<file path="config.mk">
export PLATFORM = sky130hd
export DESIGN_NAME = channel_buffer_ctrl_flat
export DESIGN_NICKNAME = d
export VERILOG_FILES = /design/src/rtl/channel_buffer_ctrl_if.sv /design/src/rtl/channel_buffer_ctrl.sv /design/src/flat_wrapper.sv
export SDC_FILE = /design/constraint.sdc
export NUM_CORES = 2
export LEC_CHECK = 0
export CAP_MARGIN = 5
export CORE_ASPECT_RATIO = 0.7
export CORE_MARGIN = 2
export CORE_UTILIZATION = 57
export CTS_CLUSTER_DIAMETER = 40
export CTS_CLUSTER_SIZE = 20
export DETAILED_ROUTE_END_ITERATION = 16
export PLACE_DENSITY_LB_ADDON = 0.2
export REMOVE_ABC_BUFFERS = 1
export SLEW_MARGIN = 15
export SYNTH_ARGS = -nofsm -noshare
export SYNTH_HDL_FRONTEND = slang
export SYNTH_SLANG_ARGS = --single-unit
</file>
<file path="constraint.sdc">
create_clock -name clk -period 3.1 [get_ports clk]
set_input_delay 0.62 -clock clk [delete_from_list [all_inputs] [get_ports clk]]
set_output_delay 0.62 -clock clk [all_outputs]
set_load 0.02 [all_outputs]
</file>
<file path="src/rtl/channel_buffer_ctrl_if.sv">
// Sample-in / packed-word-out valid-ready streams of channel_buffer_ctrl.
// master = producer/consumer side, slave = the buffer controller.
interface channel_buffer_ctrl_if;
    logic         in_valid;
    logic [15:0]  in_data;
    logic         in_ready;
    logic         out_valid;
    logic [255:0] out_data;
    logic         out_last;
    logic         out_ready;

    modport master (output in_valid, in_data, out_ready,
                    input  in_ready, out_valid, out_data, out_last);
    modport slave  (input  in_valid, in_data, out_ready,
                    output in_ready, out_valid, out_data, out_last);
endinterface

</file>
<file path="src/rtl/channel_buffer_ctrl.sv">
// Ping-pong page sequencer for the 2048x16 / 128x256 channel buffer BRAM.
// Define CHANNEL_BUFFER_CTRL_DROP_EN to drop (and count) samples instead of back-pressuring.
module channel_buffer_ctrl #(
    parameter int RD_LATENCY = 2
) (
    input  logic                 clk,
    input  logic                 rst_n,
    channel_buffer_ctrl_if.slave io,
    output logic [15:0]          bram_data,
    output logic [10:0]          bram_wraddress,
    output logic                 bram_wren,
    output logic [6:0]           bram_rdaddress,
    output logic                 bram_rden,
    input  logic [255:0]         bram_q,
    output logic [1:0]           page_full,
    output logic [15:0]          drop_cnt
);
    localparam int FIFO_DEPTH = RD_LATENCY + 2;
    localparam int CW = $clog2(FIFO_DEPTH + 1);
    localparam int IW = $clog2(FIFO_DEPTH);

    typedef enum logic [1:0] {RD_IDLE, RD_ISSUE, RD_DRAIN} rd_state_e;

    logic [9:0]   wr_ptr_q, wr_ptr_d;
    logic         wr_page_q, wr_page_d;
    logic [1:0]   page_full_q, page_full_d;
    logic         set_pend_q, set_pend_d;
    logic         set_page_q, set_page_d;
    logic [15:0]  bram_data_q, bram_data_d;
    logic [10:0]  bram_wraddress_q, bram_wraddress_d;
    logic         bram_wren_q, bram_wren_d;
    logic         in_full, in_acc;

    rd_state_e    rd_state_q, rd_state_d;
    logic         rd_page_q, rd_page_d;
    logic [5:0]   rd_word_q, rd_word_d;
    logic [RD_LATENCY-1:0] tag_vld_q, tag_vld_d, tag_last_q, tag_last_d;
    logic [CW-1:0] inflight_q, inflight_d;
    logic [FIFO_DEPTH-1:0][255:0] fifo_data_q, fifo_data_d;
    logic [FIFO_DEPTH-1:0]        fifo_last_q, fifo_last_d;
    logic [IW-1:0] fifo_wp_q, fifo_wp_d, fifo_rp_q, fifo_rp_d;
    logic [CW-1:0] fifo_cnt_q, fifo_cnt_d;

    logic         issue, clr, credit_ok, cap, cap_last, fifo_empty;
    logic         head_valid, head_last, pop, fifo_pop, push;
    logic [255:0] head_data;

    // Write side: register the accepted sample onto the BRAM port; the page-full
    // flag is raised one cycle later, together with the final write of the page.
    always_comb begin
        in_full          = page_full_q[wr_page_q];
        in_acc           = io.in_valid && !in_full;
        wr_ptr_d         = wr_ptr_q;
        wr_page_d        = wr_page_q;
        bram_wren_d      = in_acc;
        bram_data_d      = bram_data_q;
        bram_wraddress_d = bram_wraddress_q;
        set_pend_d       = 1'b0;
        set_page_d       = set_page_q;
        if (in_acc) begin
            bram_data_d      = io.in_data;
            bram_wraddress_d = {wr_page_q, wr_ptr_q};
            wr_ptr_d         = wr_ptr_q + 10'd1;
            if (wr_ptr_q == 10'd1023) begin
                wr_page_d  = ~wr_page_q;
                set_pend_d = 1'b1;
                set_page_d = wr_page_q;
            end
        end
    end

`ifdef CHANNEL_BUFFER_CTRL_DROP_EN
    logic [15:0] drop_cnt_q, drop_cnt_d;

    assign io.in_ready = 1'b1;
    assign drop_cnt    = drop_cnt_q;

    always_comb begin
        drop_cnt_d = drop_cnt_q;
        if (io.in_valid && in_full && drop_cnt_q != 16'hFFFF)
            drop_cnt_d = drop_cnt_q + 16'd1;
    end

    always_ff @(posedge clk or negedge rst_n) begin
        if (!rst_n) drop_cnt_q <= '0;
        else        drop_cnt_q <= drop_cnt_d;
    end
`else
    assign io.in_ready = !in_full;
    assign drop_cnt    = '0;
`endif

    // Read side. Credits count every word from issue until the consumer takes it,
    // so the skid FIFO can never overflow however long out_ready stays low.
    always_comb begin
        cap        = tag_vld_q[RD_LATENCY-1];
        cap_last   = tag_last_q[RD_LATENCY-1];
        fifo_empty = (fifo_cnt_q == '0);
        // An empty FIFO forwards the word arriving from the BRAM this cycle.
        head_valid = !fifo_empty || cap;
        head_data  = fifo_empty ? (cap ? bram_q : '0) : fifo_data_q[fifo_rp_q];
        head_last  = fifo_empty ? cap_last : fifo_last_q[fifo_rp_q];
        pop        = head_valid && io.out_ready;
        fifo_pop   = pop && !fifo_empty;
        push       = cap && !(fifo_empty && pop);
        credit_ok  = inflight_q < CW'(FIFO_DEPTH);

        rd_state_d = rd_state_q;
        rd_page_d  = rd_page_q;
        rd_word_d  = rd_word_q;
        issue      = 1'b0;
        clr        = 1'b0;
        case (rd_state_q)
            RD_IDLE: if (page_full_q[rd_page_q]) begin
                rd_state_d = RD_ISSUE;
                issue      = credit_ok;
            end
            RD_ISSUE: issue = credit_ok;
            RD_DRAIN: if (pop && head_last) begin
                clr        = 1'b1;
                rd_page_d  = ~rd_page_q;
                rd_state_d = RD_IDLE;
            end
            default: rd_state_d = RD_IDLE;
        endcase
        if (issue) begin
            rd_word_d = rd_word_q + 6'd1;
            if (rd_word_q == 6'd63) rd_state_d = RD_DRAIN;
        end

        page_full_d = page_full_q;
        if (set_pend_q) page_full_d[set_page_q] = 1'b1;
        if (clr)        page_full_d[rd_page_q]  = 1'b0;

        tag_vld_d[0]  = issue;
        tag_last_d[0] = issue && (rd_word_q == 6'd63);
        for (int i = 1; i < RD_LATENCY; i++) begin
            tag_vld_d[i]  = tag_vld_q[i-1];
            tag_last_d[i] = tag_last_q[i-1];
        end

        fifo_data_d = fifo_data_q;
        fifo_last_d = fifo_last_q;
        fifo_wp_d   = fifo_wp_q;
        fifo_rp_d   = fifo_rp_q;
        if (push) begin
            fifo_data_d[fifo_wp_q] = bram_q;
            fifo_last_d[fifo_wp_q] = cap_last;
            fifo_wp_d = (fifo_wp_q == IW'(FIFO_DEPTH - 1)) ? '0 : fifo_wp_q + IW'(1);
        end
        if (fifo_pop)
            fifo_rp_d = (fifo_rp_q == IW'(FIFO_DEPTH - 1)) ? '0 : fifo_rp_q + IW'(1);
        fifo_cnt_d = fifo_cnt_q + CW'(push) - CW'(fifo_pop);
        inflight_d = inflight_q + CW'(issue) - CW'(pop);
    end

    assign io.out_valid    = head_valid;
    assign io.out_data     = head_data;
    assign io.out_last     = head_last;
    assign bram_rden       = issue;
    assign bram_rdaddress  = {rd_page_q, rd_word_q};
    assign bram_data       = bram_data_q;
    assign bram_wraddress  = bram_wraddress_q;
    assign bram_wren       = bram_wren_q;
    assign page_full       = page_full_q;

    always_ff @(posedge clk or negedge rst_n) begin
        if (!rst_n) begin
            wr_ptr_q         <= '0;
            wr_page_q        <= 1'b0;
            page_full_q      <= '0;
            set_pend_q       <= 1'b0;
            set_page_q       <= 1'b0;
            bram_data_q      <= '0;
            bram_wraddress_q <= '0;
            bram_wren_q      <= 1'b0;
            rd_state_q       <= RD_IDLE;
            rd_page_q        <= 1'b0;
            rd_word_q        <= '0;
            tag_vld_q        <= '0;
            tag_last_q       <= '0;
            inflight_q       <= '0;
            fifo_data_q      <= '0;
            fifo_last_q      <= '0;
            fifo_wp_q        <= '0;
            fifo_rp_q        <= '0;
            fifo_cnt_q       <= '0;
        end else begin
            wr_ptr_q         <= wr_ptr_d;
            wr_page_q        <= wr_page_d;
            page_full_q      <= page_full_d;
            set_pend_q       <= set_pend_d;
            set_page_q       <= set_page_d;
            bram_data_q      <= bram_data_d;
            bram_wraddress_q <= bram_wraddress_d;
            bram_wren_q      <= bram_wren_d;
            rd_state_q       <= rd_state_d;
            rd_page_q        <= rd_page_d;
            rd_word_q        <= rd_word_d;
            tag_vld_q        <= tag_vld_d;
            tag_last_q       <= tag_last_d;
            inflight_q       <= inflight_d;
            fifo_data_q      <= fifo_data_d;
            fifo_last_q      <= fifo_last_d;
            fifo_wp_q        <= fifo_wp_d;
            fifo_rp_q        <= fifo_rp_d;
            fifo_cnt_q       <= fifo_cnt_d;
        end
    end
endmodule

</file>
<file path="src/flat_wrapper.sv">
// flat-port wrapper written by rule: the top's interface ports become plain ports
module channel_buffer_ctrl_flat 
#(
    parameter int RD_LATENCY = 2
)
  (clk, rst_n, bram_data, bram_wraddress, bram_wren, bram_rdaddress, bram_rden, bram_q, page_full, drop_cnt, io_in_valid, io_in_data, io_out_ready, io_in_ready, io_out_valid, io_out_data, io_out_last);
  channel_buffer_ctrl_if io_i ();
  input  logic clk;
  input  logic rst_n;
  output logic [15:0] bram_data;
  output logic [10:0] bram_wraddress;
  output logic bram_wren;
  output logic [6:0] bram_rdaddress;
  output logic bram_rden;
  input  logic [255:0] bram_q;
  output logic [1:0] page_full;
  output logic [15:0] drop_cnt;
  input wire logic [$bits(io_i.in_valid)-1:0] io_in_valid;
  input wire logic [$bits(io_i.in_data)-1:0] io_in_data;
  input wire logic [$bits(io_i.out_ready)-1:0] io_out_ready;
  output wire logic [$bits(io_i.in_ready)-1:0] io_in_ready;
  output wire logic [$bits(io_i.out_valid)-1:0] io_out_valid;
  output wire logic [$bits(io_i.out_data)-1:0] io_out_data;
  output wire logic [$bits(io_i.out_last)-1:0] io_out_last;
  assign io_i.in_valid = io_in_valid;
  assign io_i.in_data = io_in_data;
  assign io_i.out_ready = io_out_ready;
  assign io_in_ready = io_i.in_ready;
  assign io_out_valid = io_i.out_valid;
  assign io_out_data = io_i.out_data;
  assign io_out_last = io_i.out_last;
  channel_buffer_ctrl #(.RD_LATENCY(RD_LATENCY)) u_core (.clk(clk), .rst_n(rst_n), .io(io_i), .bram_data(bram_data), .bram_wraddress(bram_wraddress), .bram_wren(bram_wren), .bram_rdaddress(bram_rdaddress), .bram_rden(bram_rden), .bram_q(bram_q), .page_full(page_full), .drop_cnt(drop_cnt));
endmodule
</file>
### After elaboration in Yosys (flattened, before gate mapping)

Index checks and enable logic that the tools add are counted.

| operators by class | value |
|---|---|
| equality and inequality tests | 6 |
| muxes and demuxes | 36 |
| reductions and logical operators | 18 |
| magnitude comparators | 9 |
| add/sub/neg operators | 8 |
| bitwise operators | 5 |

Operators with widths:

| operator | count |
|---|---|
| $bwmux 1024 | 1 |
| $mux 256 | 4 |
| $bmux 256 s2 | 1 |
| $demux 256 s2 | 1 |
| $mux 2 | 8 |
| $mux 1 | 14 |
| $add 10x1->10 const B | 1 |
| $eq 10x10->1 const B | 1 |
| $logic_and 1x1->1 | 10 |
| $add 3x1->3 | 2 |
| $add 6x1->6 const B | 1 |
| $eq 2x2->1 const B | 3 |
| $eq 6x6->1 const B | 1 |
| $lt 1x2->1 const B | 3 |
| $lt 2x3->1 const B | 2 |
| $pmux 2 s3 | 1 |
| $sub 3x1->3 | 2 |
| $add 2x1->2 const B | 2 |
| $bwmux 4 | 1 |
| $reduce_and 2->1 | 2 |
| $logic_not 1->1 | 3 |
| $logic_not 3->1 | 1 |
| $lt 3x3->1 const B | 1 |
| $and 2x2->2 | 1 |
| 12 further kinds | 15 |

| storage, ports and cells | value |
|---|---|
| input bits | 276 |
| output and inout bits | 313 |
| bits in registers | 1,094 |

### Longest topological paths before layout

| depth | value |
|---|---|
| depth after elaboration | 9 |
| gate-level depth with buffers | 11 |
| mapped depth without buffers | 11 |

### Least setup slack after synthesis

OpenSTA, ideal clock, no wires.

| path | value |
|---|---|
| path kind | register -> register |
| from | reg u_core.page_full_q[1], in the netlist u_core.page_full[1] |
| to | reg u_core.inflight_q[2] |
| setup slack | 437 ps |
| arrival time | 2,539 ps |
| stages on the path, launching flop included | 12 |
| required time | 2,977 ps |
| cell sequence | dfrtp_1 mux2_2 o21bai_1 nor2_1 inv_1 ha_1 inv_1 ha_1 inv_1 fa_1 xnor2_1 xnor2_1 |

| between the ends | value |
|---|---|
| longest elaborated chain between the ends | 6 |

Ends and longest elaborated chain:

| item | RTL line | text |
|---|---|---|
| from (decl) | channel_buffer_ctrl.sv:26 | `logic [1:0] page_full_q, page_full_d;` |
| from (signal assigned) | channel_buffer_ctrl.sv:191 | `page_full_q <= page_full_d;` |
| $mux 1 (implied by the code) (2 in a row) | channel_buffer_ctrl.sv:114 | `RD_IDLE: if (page_full_q[rd_page_q]) begin` |
| $mux 1 | channel_buffer_ctrl.sv:114 |  |
| $pmux 1 s2 | channel_buffer_ctrl.sv:113 | `case (rd_state_q)` |
| named net bram_rden | flat_wrapper.sv:14 | `output logic bram_rden;` |
| $add 3x1->3 | channel_buffer_ctrl.sv:154 | `inflight_d = inflight_q + CW'(issue) - CW'(pop);` |
| $sub 3x1->3 | channel_buffer_ctrl.sv:154 |  |
| named net u_core.inflight_d[2] | channel_buffer_ctrl.sv:38 | `logic [CW-1:0] inflight_q, inflight_d;` |
| to (signal assigned) | channel_buffer_ctrl.sv:202 | `inflight_q <= inflight_d;` |
| to (decl) | channel_buffer_ctrl.sv:38 |  |

The timed path passes the listed nets, and every way through them passes these cells. The select of a mux whose other input is x is not followed.
A chain may end at the register's enable or synchronous reset.

### Worst setup path in the final report

| path | value |
|---|---|
| from | reg u_core.fifo_rp_q[0] |
| to | out io_out_data[13] |

| between the ends | value |
|---|---|
| longest elaborated chain between the ends | 3 |

Ends and longest elaborated chain:

| item | RTL line | text |
|---|---|---|
| from (decl) | channel_buffer_ctrl.sv:41 | `logic [IW-1:0] fifo_wp_q, fifo_wp_d, fifo_rp_q, fifo_rp_d;` |
| from (signal assigned) | channel_buffer_ctrl.sv:206 | `fifo_rp_q <= fifo_rp_d;` |
| $bmux 256 s2 | channel_buffer_ctrl.sv:101 | `head_data = fifo_empty ? (cap ? bram_q : '0) : fifo_data_q[fifo_rp_q];` |
| $mux 256 (implied by the code) | channel_buffer_ctrl.sv:101 |  |
| $mux 256 | channel_buffer_ctrl.sv:101 |  |
| to (decl) | flat_wrapper.sv:23 | `output wire logic [$bits(io_i.out_data)-1:0] io_out_data;` |

No other way between the ends. The select of a mux whose other input is x is not followed.

==> results.py <==
metrics = {
    "die": {
        "rows": 91,
        "io_pins": 589,
        "core-area_sq_um": 88000,
        "die_h_microns": 253,
        "die_w_microns": 360,
        "initial_utilization_pct": 57.4,
        "die_area_sq_um": 91100,
    },
    "pwr": {
        "p_int_mw": 28.7,
        "p_clk_share_pct": 36.8,
        "switching_share_pct": 31.1,
        "p_total_mw": 41.7,
        "seqPwrFrac_pct": 35.3,
        "peakVddDrop_v": 0.000517,
        "power_density_nw_per_um2": 662,
        "p_leak_nw": 31.5,
        "p_comb_share_pct": 27.9,
        "power.switching_mw": 13.0,
    },
    "timing": {
        "setup_viol": 180,
        "clock-skew-final_ns": 0.0211,
        "min_period_over_period_pct": 106,
        "setup_ws_ns": -0.175,
        "maxSlewHeadroom_pct": 54.2,
        "rsz0062_at_grt": "yes",
        "fmax_mhz": 305,
        "hold_viol_final": 0,
        "slew_viol_final": 0,
        "worst_pin_slew_ns": 0.687,
        "layout_min_cycle_time_ns": 3.27,
        "hold_slack_ns": 0.355,
        "setup_tns_ns": -16.34,
    },
    "job": {
        "cap_viol_max_count": 0,
    },
    "worst_setup_path": {
        "cp_cell_sequence": "buf_12, buf_16, mux4_2, nand2_1, nand2_1, dlygate4sd2_1",
        "worstPathArrival_ns": 2.65,
        "worst_path_max_delay_cell": "mux4_2",
        "path_common_cell": "nand2_1",
        "crit_fanout": 12,
        "worstSetupPathType": "register to output port",
        "cp-end-kind": "output port",
        "cp_data_required_time_ns": 2.48,
        "reg2reg_slack_ns": 0.37,
        "max_stage_delay_ns": 0.51,
        "cp-start-kind": "register",
    },
    "synth": {
        "synthFlopType": "dfrtp_1",
        "synth_compound_area_share_pct": 0.178,
        "synth_mux_area_share_pct": 34.7,
        "synthesis.area_sq_um": 50500,
        "ys_ff_latch": 1094,
        "ys_warn_count": 0,
        "synth-adder-area-share_pct": 0.351,
        "ys_seq_area_share_pct": 54.2,
        "yosys.area_share.xor_xnor_pct": 0.347,
        "synth_top_family_by_area": "multiplexers",
        "synth-simple-area-share_pct": 7.23,
        "syn_inst": 3605,
        "avgSynthCellArea_sq_um": 14.0,
        "synth_enable_flop_cells": 0,
        "ys_types": 36,
        "synthArstFlopShare_pct": 100,
    },
    "drt": {
        "firstDrtPassIters": 7,
        "wl_microns": 127000,
        "via_count": 32589,
        "drt_iter0_drc": 2398,
        "drt.antenna.violating_nets": 0,
        "via_per_inst": 5.94,
        "route.detailed.drc": 0,
        "wl_per_cell_microns": 23.1,
    },
    "run_status": {
        "violations": "negative setup slack",
        "status": "finished, violations left",
    },
    "clock_network": {
        "cts_max_level": 3,
        "insertion_delay_ns": 0.72,
        "path_clk_slew_ns": 0.06,
        "clk_path_buf_depth": 3,
        "cts-root-buf": "clkbuf_16",
        "cts_sinks": 1094,
        "cts_buffers": 121,
        "cts_tree": "built",
    },
    "finish": {
        "layout_commonest_cell": "dfrtp_1",
        "fin_nets": 4507,
        "finalCoreUtilization_pct": 71.5,
        "mostFrequentLayoutCells": "dfrtp_1, mux2_2, nand2_1",
        "fill_cells": 5859,
        "layout-drive-gt1-share_pct": 39.4,
        "syn_to_final_growth_pct": 24.4,
    },
    "grt": {
        "grt_max_degree": 82,
        "antenna_found_initial": 11,
        "grt_pass1_vias": 33985,
        "track_usage_pct": 27.7,
        "grt_pass1_wl_microns": 198000,
        "grt-ovfl-total": 0,
    },
    "placed_design": {
        "port_buffers": 572,
        "gp_congestion": 0.800,
        "hpwl_microns": 78500,
        "dp_slack_ns": 0.240,
    },
    "hold_path": {
        "hold_path_class": "register to register",
    },
}
## metal layers
metal	share of wire [%]	GRT usage (%)	wire length, microns	vias up
li1	-	-	-	14201
met1	43	38.9	54900	17174
met2	49	44.4	61700	1020
met3	5.6	5.66	7140	184
met4	2.2	7.90	2820	10
met5	0.055	0	70	-
## worst paths after layout
check / startpoint / end / cells past startpoint
worst min-delay path: u_core.tag_last_q[0]$_DFF_PN0_ / u_core.tag_last_q[1]$_DFF_PN0_ / 0
worst min register to register: u_core.tag_last_q[0]$_DFF_PN0_ / u_core.tag_last_q[1]$_DFF_PN0_ / 0
max in group asynchronous: rst_n / u_core.fifo_data_q[892]$_DFFE_PN0P_ / 3
worst max register to register: u_core.fifo_cnt_q[0]$_DFF_PN0_ / u_core.inflight_q[2]$_DFF_PN0_ / 12
worst max-delay path: u_core.fifo_rp_q[0]$_DFFE_PN0P_ / io_out_data[13] / 6
min in group asynchronous: rst_n / u_core.fifo_data_q[247]$_DFFE_PN0P_ / 2
## layout make-up
type | count | area (sq um) | area share [%]
multi-input cells | 2232 | 21800 | 34.6
clock buffers | 141 | 3260 | 5.19
clock inverters | 85 | 1080 | 1.71
repair buffers | 753 | 7850 | 12.5
inverters | 16 | 60.1 | 0.0955
well taps | 1162 | 1450 | 2.31
flip-flops and latches | 1094 | 27400 | 43.5
diodes | 7 | 17.5 | 0.0279
## worst max-delay path: cells and delay by family, from the launching register on
kind | cells | cell delay (ns)
and+or+nand+nor | 2 | 0.20
DFF | 1 | 0.49
buffers and inverters | 3 | 0.73
muxes | 1 | 0.51
## what timing repair did
action | CTS | global route
buffers inserted | 19 | 24
gates cloned | 5 | 7
hold endpoints to repair | 27 | 0
gates resized for setup | 380 | 241
hold buffers | 1 | 0
endpoints found under the setup margin | 259 | 254
pin swaps | 2 | 2
## through the flow
step,instances,cell area (sq um)
floorplan,3342,49100
global placement,5203,58100
detailed placement,5203,58100
CTS,5454,62600
global route,5489,62900
finish,5490,62900
## power by group through the flow
| stage | Clock, mW | Sequential (mW) | Combinational [mW] |
|---|---|---|---|
| CTS | 15.5 | 14.7 | 11.1 |
| floorplan | 0 | 15.4 | 3.48 |
| detailed placement | 0 | 14.9 | 10.9 |
| global placement | 0 | 14.9 | 10.9 |
| global route | 16.2 | 14.7 | 12.4 |
| finish | 15.3 | 14.7 | 11.6 |
## synth_stat cells (all sizes together) (2+ instances only)
| library cell | number | area share (%) |
|---|---|---|
| dfrtp | 1094 | 54 |
| mux4 | 257 | 11 |
| inv | 16 | 0.12 |
| fa | 2 | 0.079 |
| nand2 | 582 | 4.3 |
| ha | 11 | 0.27 |
| clkbuf | 91 | 0.68 |
| nor3 | 3 | 0.052 |
| nand2b | 2 | 0.025 |
| buf | 187 | 2.3 |
| nand4 | 5 | 0.062 |
| a21oi | 6 | 0.059 |
| nor2 | 8 | 0.059 |
| o21ai | 4 | 0.040 |
| xor2 | 8 | 0.14 |
| nand3 | 259 | 2.6 |
| and3 | 2 | 0.025 |
| mux2 | 1042 | 23 |
| or3 | 2 | 0.025 |
| xnor2 | 12 | 0.21 |
## registers in the layout (all words and copies together) (netlist names), 2 cells and up
signal and cells:
u_core.wr_ptr_q 10, u_core.fifo_rp_q 2, u_core.tag_last_q 2, u_core.fifo_cnt_q 3
u_core.bram_data 16, u_core.rd_word_q 6, u_core.fifo_wp_q 2, u_core.inflight_q 3
u_core.fifo_last_q 4, u_core.page_full 2, u_core.bram_wraddress 11, u_core.tag_vld_q 2
u_core.rd_state_q 2, u_core.fifo_data_q 1024
## kinds of logic (layout without fill, tap and decap cells)
| kind of cell | count (synthesis) | in the layout |
|---|---|---|
| flip-flops | 1094 | 1094 |
| XOR/XNOR | 20 | 20 |
| AND/OR/NAND/NOR | 869 | 869 |
| AO/OA/AOI/OAI | 14 | 14 |
| other | 1 | 23 |
| adder cells (fa/ha/maj) | 13 | 13 |
| multiplexers | 1300 | 1300 |
| buffers and inverters | 294 | 995 |
No activity file was read; power rests on OpenSTA's default activity.
